===== config.mk =====
export PLATFORM = sky130hd
export DESIGN_NAME = uart_rx_deser
export DESIGN_NICKNAME = d
export VERILOG_FILES = /design/src/rtl/uart_rx_deser.sv
export SDC_FILE = /design/constraint.sdc
export NUM_CORES = 1
export LEC_CHECK = 0
export ABC_AREA = 1
export CAP_MARGIN = 20
export CORE_ASPECT_RATIO = 1.75
export CORE_UTILIZATION = 40
export CTS_CLUSTER_SIZE = 16
export DETAILED_ROUTE_END_ITERATION = 8
export GPL_TIMING_DRIVEN = 0
export PLACE_DENSITY = 0.57
export SETUP_SLACK_MARGIN = 0.5
export SLEW_MARGIN = 20
export SYNTH_ARGS = -nofsm -noshare
export SYNTH_HDL_FRONTEND = slang
export SYNTH_SLANG_ARGS = --single-unit

===== constraint.sdc =====
create_clock -name CLK -period 2 [get_ports CLK]
set_input_delay 0.5 -clock CLK [delete_from_list [all_inputs] [get_ports CLK]]
set_output_delay 0.5 -clock CLK [all_outputs]
set_load 0.01 [all_outputs]

===== src/rtl/uart_rx_deser.sv =====
// UART receive deserializer: 16x oversampled start/data/parity/stop framing with
// glitch rejection, parity/framing/break detection and a one-cycle write strobe.
module uart_rx_deser #(
    parameter int unsigned OVERSAMPLE = 16
) (
    input  logic       CLK,
    input  logic       RST,
    input  logic       baud_tick,
    input  logic       rxd,
    input  logic       uart_en,
    input  logic [1:0] wlen,
    input  logic       parity_en,
    input  logic       even_parity,
    output logic [7:0] wdata,
    output logic       wdata_valid,
    output logic       framing_err,
    output logic       parity_err,
    output logic       break_err,
    output logic       busy
);

    localparam logic [3:0] LAST_TICK = 4'(OVERSAMPLE - 1);
    localparam logic [3:0] MID_TICK  = 4'((OVERSAMPLE / 2) - 1);

    typedef enum logic [2:0] {
        S_IDLE     = 3'd0,
        S_START    = 3'd1,
        S_DATA     = 3'd2,
        S_PARITY   = 3'd3,
        S_STOP     = 3'd4,
        S_BRK_WAIT = 3'd5
    } state_t;

    state_t     state_q, state_d;
    logic       rxd_meta_q, rxd_s_q;
    logic [3:0] tick_q, tick_d;
    logic [2:0] bit_q, bit_d;
    logic [7:0] shift_q, shift_d;
    logic       par_bit_q, par_bit_d;
    logic [1:0] wlen_q, wlen_d;
    logic       par_en_q, par_en_d;
    logic       even_q, even_d;
    logic [7:0] wdata_q, wdata_d;
    logic       valid_q, valid_d;
    logic       fe_q, fe_d;
    logic       pe_q, pe_d;
    logic       be_q, be_d;
    logic       busy_q;
    logic       full_s, mid_s, is_break_s;

    assign full_s = baud_tick && (tick_q == LAST_TICK);
    assign mid_s  = baud_tick && (tick_q == MID_TICK);

    // Next-state, frame capture and character status decode
    always_comb begin
        state_d    = state_q;
        bit_d      = bit_q;
        shift_d    = shift_q;
        par_bit_d  = par_bit_q;
        wlen_d     = wlen_q;
        par_en_d   = par_en_q;
        even_d     = even_q;
        wdata_d    = wdata_q;
        valid_d    = 1'b0;
        fe_d       = fe_q;
        pe_d       = pe_q;
        be_d       = be_q;
        is_break_s = (shift_q == 8'h00) && !(par_en_q && par_bit_q) && !rxd_s_q;
        if (uart_en) begin
            case (state_q)
                S_IDLE: begin
                    if (!rxd_s_q) begin
                        state_d   = S_START;
                        wlen_d    = wlen;
                        par_en_d  = parity_en;
                        even_d    = even_parity;
                        bit_d     = 3'd0;
                        shift_d   = 8'h00;
                        par_bit_d = 1'b0;
                    end else begin
                        state_d = S_IDLE;
                    end
                end
                S_START: begin
                    if (mid_s) begin
                        state_d = rxd_s_q ? S_IDLE : S_DATA;
                    end else begin
                        state_d = S_START;
                    end
                end
                S_DATA: begin
                    if (full_s) begin
                        shift_d[bit_q] = rxd_s_q;
                        if (bit_q == ({1'b0, wlen_q} + 3'd4)) begin
                            state_d = par_en_q ? S_PARITY : S_STOP;
                        end else begin
                            bit_d = bit_q + 3'd1;
                        end
                    end else begin
                        state_d = S_DATA;
                    end
                end
                S_PARITY: begin
                    if (full_s) begin
                        par_bit_d = rxd_s_q;
                        state_d   = S_STOP;
                    end else begin
                        state_d = S_PARITY;
                    end
                end
                S_STOP: begin
                    if (full_s) begin
                        valid_d = 1'b1;
                        fe_d    = !rxd_s_q;
                        be_d    = is_break_s;
                        // odd parity flips the sense: the XOR must come out 1
                        pe_d    = par_en_q & (^shift_q ^ par_bit_q ^ ~even_q);
                        wdata_d = is_break_s ? 8'h00 : shift_q;
                        state_d = is_break_s ? S_BRK_WAIT : S_IDLE;
                    end else begin
                        state_d = S_STOP;
                    end
                end
                S_BRK_WAIT: begin
                    if (baud_tick && rxd_s_q) begin
                        state_d = S_IDLE;
                    end else begin
                        state_d = S_BRK_WAIT;
                    end
                end
                default: state_d = S_IDLE;
            endcase
        end else begin
            state_d = S_IDLE;
        end
        if (state_d != state_q) begin
            tick_d = 4'd0;
        end else if (baud_tick) begin
            tick_d = tick_q + 4'd1;
        end else begin
            tick_d = tick_q;
        end
    end

    // Line synchronizer, state/counter registers and registered outputs
    always_ff @(posedge CLK) begin
        if (RST) begin
            rxd_meta_q <= 1'b1;
            rxd_s_q    <= 1'b1;
            state_q    <= S_IDLE;
            tick_q     <= 4'd0;
            bit_q      <= 3'd0;
            shift_q    <= 8'h00;
            par_bit_q  <= 1'b0;
            wlen_q     <= 2'b00;
            par_en_q   <= 1'b0;
            even_q     <= 1'b0;
            wdata_q    <= 8'h00;
            valid_q    <= 1'b0;
            fe_q       <= 1'b0;
            pe_q       <= 1'b0;
            be_q       <= 1'b0;
            busy_q     <= 1'b0;
        end else begin
            rxd_meta_q <= rxd;
            rxd_s_q    <= rxd_meta_q;
            state_q    <= state_d;
            tick_q     <= tick_d;
            bit_q      <= bit_d;
            shift_q    <= shift_d;
            par_bit_q  <= par_bit_d;
            wlen_q     <= wlen_d;
            par_en_q   <= par_en_d;
            even_q     <= even_d;
            wdata_q    <= wdata_d;
            valid_q    <= valid_d;
            fe_q       <= fe_d;
            pe_q       <= pe_d;
            be_q       <= be_d;
            busy_q     <= (state_d != S_IDLE);
        end
    end

    assign wdata       = wdata_q;
    assign wdata_valid = valid_q;
    assign framing_err = fe_q;
    assign parity_err  = pe_q;
    assign break_err   = be_q;
    assign busy        = busy_q;

endmodule


==> impl_summary.log <==
INFO  metric power.ir.vdd_worst = 0.000448 V
INFO  metric tightest_slew_margin_relative_to_the_limit = 0.776
INFO  metric timing.final.crit_share = 0.766
INFO  metric drive_above_1_share = 0.416
INFO  metric router_iterations_before_antenna_repair = 4
INFO  metric die_area = 0.00516 sq mm
INFO  metric seq_area_frac_synth = 0.390
INFO  metric drt-initial-drc-count = 23
INFO  metric worstHoldPathType = flip-flop to flip-flop
INFO  metric clkSlewWorstSetupHoldPaths = 70 ps
INFO  metric port_buffers = 19
INFO  metric fin_area = 0.00279 sq mm
INFO  metric final_setup_viols = 0
INFO  metric area_growth = 43.1%
INFO  metric synth-edff-count = 0
INFO  metric h_tree_lvl_count = 2
INFO  metric synthesis.area_per_instance = 7.32 sq um
INFO  metric synth_warnings = 0
INFO  metric max_cap_viol_count = 0
INFO  metric flop_to_flop_setup_slack = 470 ps
INFO  metric cts_tree = built
INFO  metric number_of_design_rule_violations_left_after_detail_routing = 0
INFO  metric worst_setup_path_start_kind = flip-flop
INFO  metric core_area = 0.00467 sq mm
INFO  metric worstSetupEndpointType = flip-flop
INFO  metric grt_pass1_wl = 8020 microns
INFO  metric clk-insertion-delay-late = 290 ps
INFO  metric critical_path_required = 2180 ps
INFO  metric criticalPathCategory = flip-flop to flip-flop
INFO  metric vias_in_the_first_global_route = 1783
INFO  metric powerDensity = 504 mW/mm^2
INFO  metric critical_path_arrival = 1710 ps
INFO  metric flip_flop_and_latch_count_after_synthesis = 38
INFO  metric global_route_overflow = 0
INFO  metric route.antenna.remaining_nets = 0
INFO  metric antenna-diode-count = 0
INFO  metric finalHoldViolCount = 0
INFO  metric min_period = 1530 ps
INFO  metric finalWeightedCongestion = 0.867
INFO  metric outcome = finished, final reports clean
INFO  metric routed_wire_length_per_instance = 14.2 microns
INFO  metric rsz0062_at_grt = yes
INFO  metric dpl_cell_area = 0.00221 sq mm
INFO  metric final_nets = 330
INFO  metric clkSinkCount = 38
INFO  metric rows = 33
INFO  metric clock-skew-final = 3.52 ps
INFO  metric via_per_inst = 5.16
INFO  metric max-clock-path-buffers = 2
INFO  metric syn_nets = 281
INFO  metric start_point_of_the_critical_path = tick_q[1]
INFO  metric initial_core_util = 0.418
INFO  metric ys_types = 32
INFO  metric synth_top_flop_cell = sky130_fd_sc_hd__dfxtp_1
INFO  metric achievable-frequency = 653 MHz
INFO  metric power_leakage = 0.00114 uW
INFO  metric cts_root_buffer_type = sky130_fd_sc_hd__clkbuf_8
INFO  metric hpwl = 3500 microns
INFO  metric largest_net_degree_at_the_start_of_global_routing = 12
INFO  metric die_width = 54.8 microns
INFO  metric mapped_cell_area = 0.00195 sq mm
INFO  metric boundaryPins = 22
INFO  metric ys_async_sr_fraction = 0
INFO  metric pins_over_their_slew_limit = 0
INFO  metric hold_path_startpoint = rxd_meta_q
INFO  metric grt_usage = 0.219
INFO  metric netlist_instances = 266
INFO  metric route.vias.total = 1894
INFO  metric rr_startpoint = tick_q[1]
INFO  metric cts-buffers-inserted = 5
INFO  metric tightestPinTransition = 335 ps
INFO  metric wl = 5190 microns
INFO  metric critPathMaxFanout = 4
INFO  metric antenna_found_initial = 0
INFO  metric hold_buffers = 0
INFO  metric final_core_utilization = 0.597
INFO  metric die_h = 94.3 microns
critical path, stage by stage, from the launching register on:
cell and delay (ps):
sky130_fd_sc_hd__dfxtp_2 360, sky130_fd_sc_hd__ha_4 180, sky130_fd_sc_hd__nand3_4 80, sky130_fd_sc_hd__nor2_4 140, sky130_fd_sc_hd__nand2_2 100, sky130_fd_sc_hd__nor2_2 90
sky130_fd_sc_hd__nor2_1 60, sky130_fd_sc_hd__nand2_1 80, sky130_fd_sc_hd__nand3_1 130, sky130_fd_sc_hd__nand3_4 160, sky130_fd_sc_hd__nor3_2 40
cell usage in the layout (no fill, tap or decap), drive strengths merged, types with 2 or more instances in the layout:
master / instances
xnor2: 4
nor2: 24
nand2: 68
xor2: 4
or2: 2
nor3: 10
o21ai: 15
a21oi: 20
buf: 27
clkdlybuf4s50: 5
ha: 6
a211oi: 2
clkbuf: 9
inv: 27
clkinv: 2
dlygate4sd2: 13
dfxtp: 38
nand4: 4
nand3: 30
flip-flops by register name, summed over array words and instances, names as in the netlist:
name         count
bit_q            3
break_err        1
busy             1
even_q           1
framing_err      1
par_bit_q        1
par_en_q         1
parity_err       1
rxd_meta_q       1
rxd_s_q          1
shift_q          8
state_q          3
tick_q           4
wdata            8
wdata_valid      1
wlen_q           2
worst paths after layout:
kind	depth (start not counted)	to
max	10	tick_q[2]
min	1	rxd_s_q
max reg2reg	10	tick_q[2]
min reg2reg	1	rxd_s_q
synth_stat cells, types with 2 or more instances:
| cell | instances | area, sq um |
|---|---|---|
| sky130_fd_sc_hd__buf_2 | 3 | 15.0 |
| sky130_fd_sc_hd__nor2_1 | 16 | 60.1 |
| sky130_fd_sc_hd__nand2_1 | 67 | 251 |
| sky130_fd_sc_hd__nand4_1 | 3 | 18.8 |
| sky130_fd_sc_hd__xor2_1 | 4 | 35.0 |
| sky130_fd_sc_hd__o21ai_2 | 2 | 17.5 |
| sky130_fd_sc_hd__xnor2_1 | 4 | 35.0 |
| sky130_fd_sc_hd__inv_1 | 23 | 86.3 |
| sky130_fd_sc_hd__dfxtp_1 | 38 | 761 |
| sky130_fd_sc_hd__o21ai_0 | 12 | 60.1 |
| sky130_fd_sc_hd__nand3_1 | 27 | 135 |
| sky130_fd_sc_hd__or2_2 | 2 | 12.5 |
| sky130_fd_sc_hd__buf_6 | 2 | 22.5 |
| sky130_fd_sc_hd__clkbuf_1 | 2 | 7.51 |
| sky130_fd_sc_hd__nor2_4 | 3 | 33.8 |
| sky130_fd_sc_hd__nand3_2 | 3 | 30.0 |
| sky130_fd_sc_hd__a21oi_1 | 20 | 100 |
| sky130_fd_sc_hd__nor3_1 | 9 | 45.0 |
| sky130_fd_sc_hd__ha_1 | 6 | 75.1 |
| sky130_fd_sc_hd__nor2_2 | 4 | 25.0 |
| sky130_fd_sc_hd__a211oi_1 | 2 | 15.0 |
| sky130_fd_sc_hd__inv_2 | 4 | 15.0 |
cells by family after synthesis:
| logic type | count (synthesis) | synth area share |
|---|---|---|
| AOI/OAI and AO/OA | 40 | 0.112 |
| buffers and inverters | 36 | 0.0809 |
| DFF | 38 | 0.390 |
| muxes | 1 | 0.00514 |
| adders and majority gates | 6 | 0.0385 |
| and+or+nand+nor | 137 | 0.337 |
| xor gates and xnor gates | 8 | 0.0360 |
where the power goes:
group | switching [uW] | internal [uW]
registers | 12.7 | 763
clock network | 266 | 234
logic | 72.8 | 56.3
total | 351 | 1050
layer usage:
metal / vias up / part of all wire / global-route usage
met1: 888 / 0.38 / 0.216
met5: - / 0 / 0
li1: 971 / - / -
met2: 25 / 0.59 / 0.422
met3: 10 / 0.017 / 0.0340
met4: 0 / 0.022 / 0.0769
final cells by class:
class | instances | area (sq um)
well taps | 52 | 65.1
plain buffers | 9 | 80.1
multi-input cells | 193 | 1290
flip-flops and latches | 38 | 795
repair buffers | 41 | 370
clock buffers | 5 | 68.8
fillers | 462 | 1880
clock inverters | 2 | 10.0
inverters | 27 | 104
metrics by stage:
| step | hold slack, ps | TNS [ps] | std cells | setup WS (ps) | power (uW) |
|---|---|---|---|---|---|
| after floorplan | 389 | 0 | 266 | 471 | 860 |
| after global placement | 393 | -83.7 | 337 | -83.7 | 894 |
| after detailed placement | 408 | -93.7 | 337 | -85.0 | 895 |
| after CTS | 426 | 0 | 358 | 371 | 1420 |
| after global routing | 431 | 0 | 367 | 361 | 1470 |
| final | 421 | 0 | 367 | 469 | 1410 |
repair_timing:
item | CTS | global route
pin swaps | 16 | 12
buffers inserted | 13 | 8
gates cloned | 1 | 1
endpoints found under the setup margin | 43 | 33
resized for setup | 61 | 51
(Power assumes the default switching activity.)
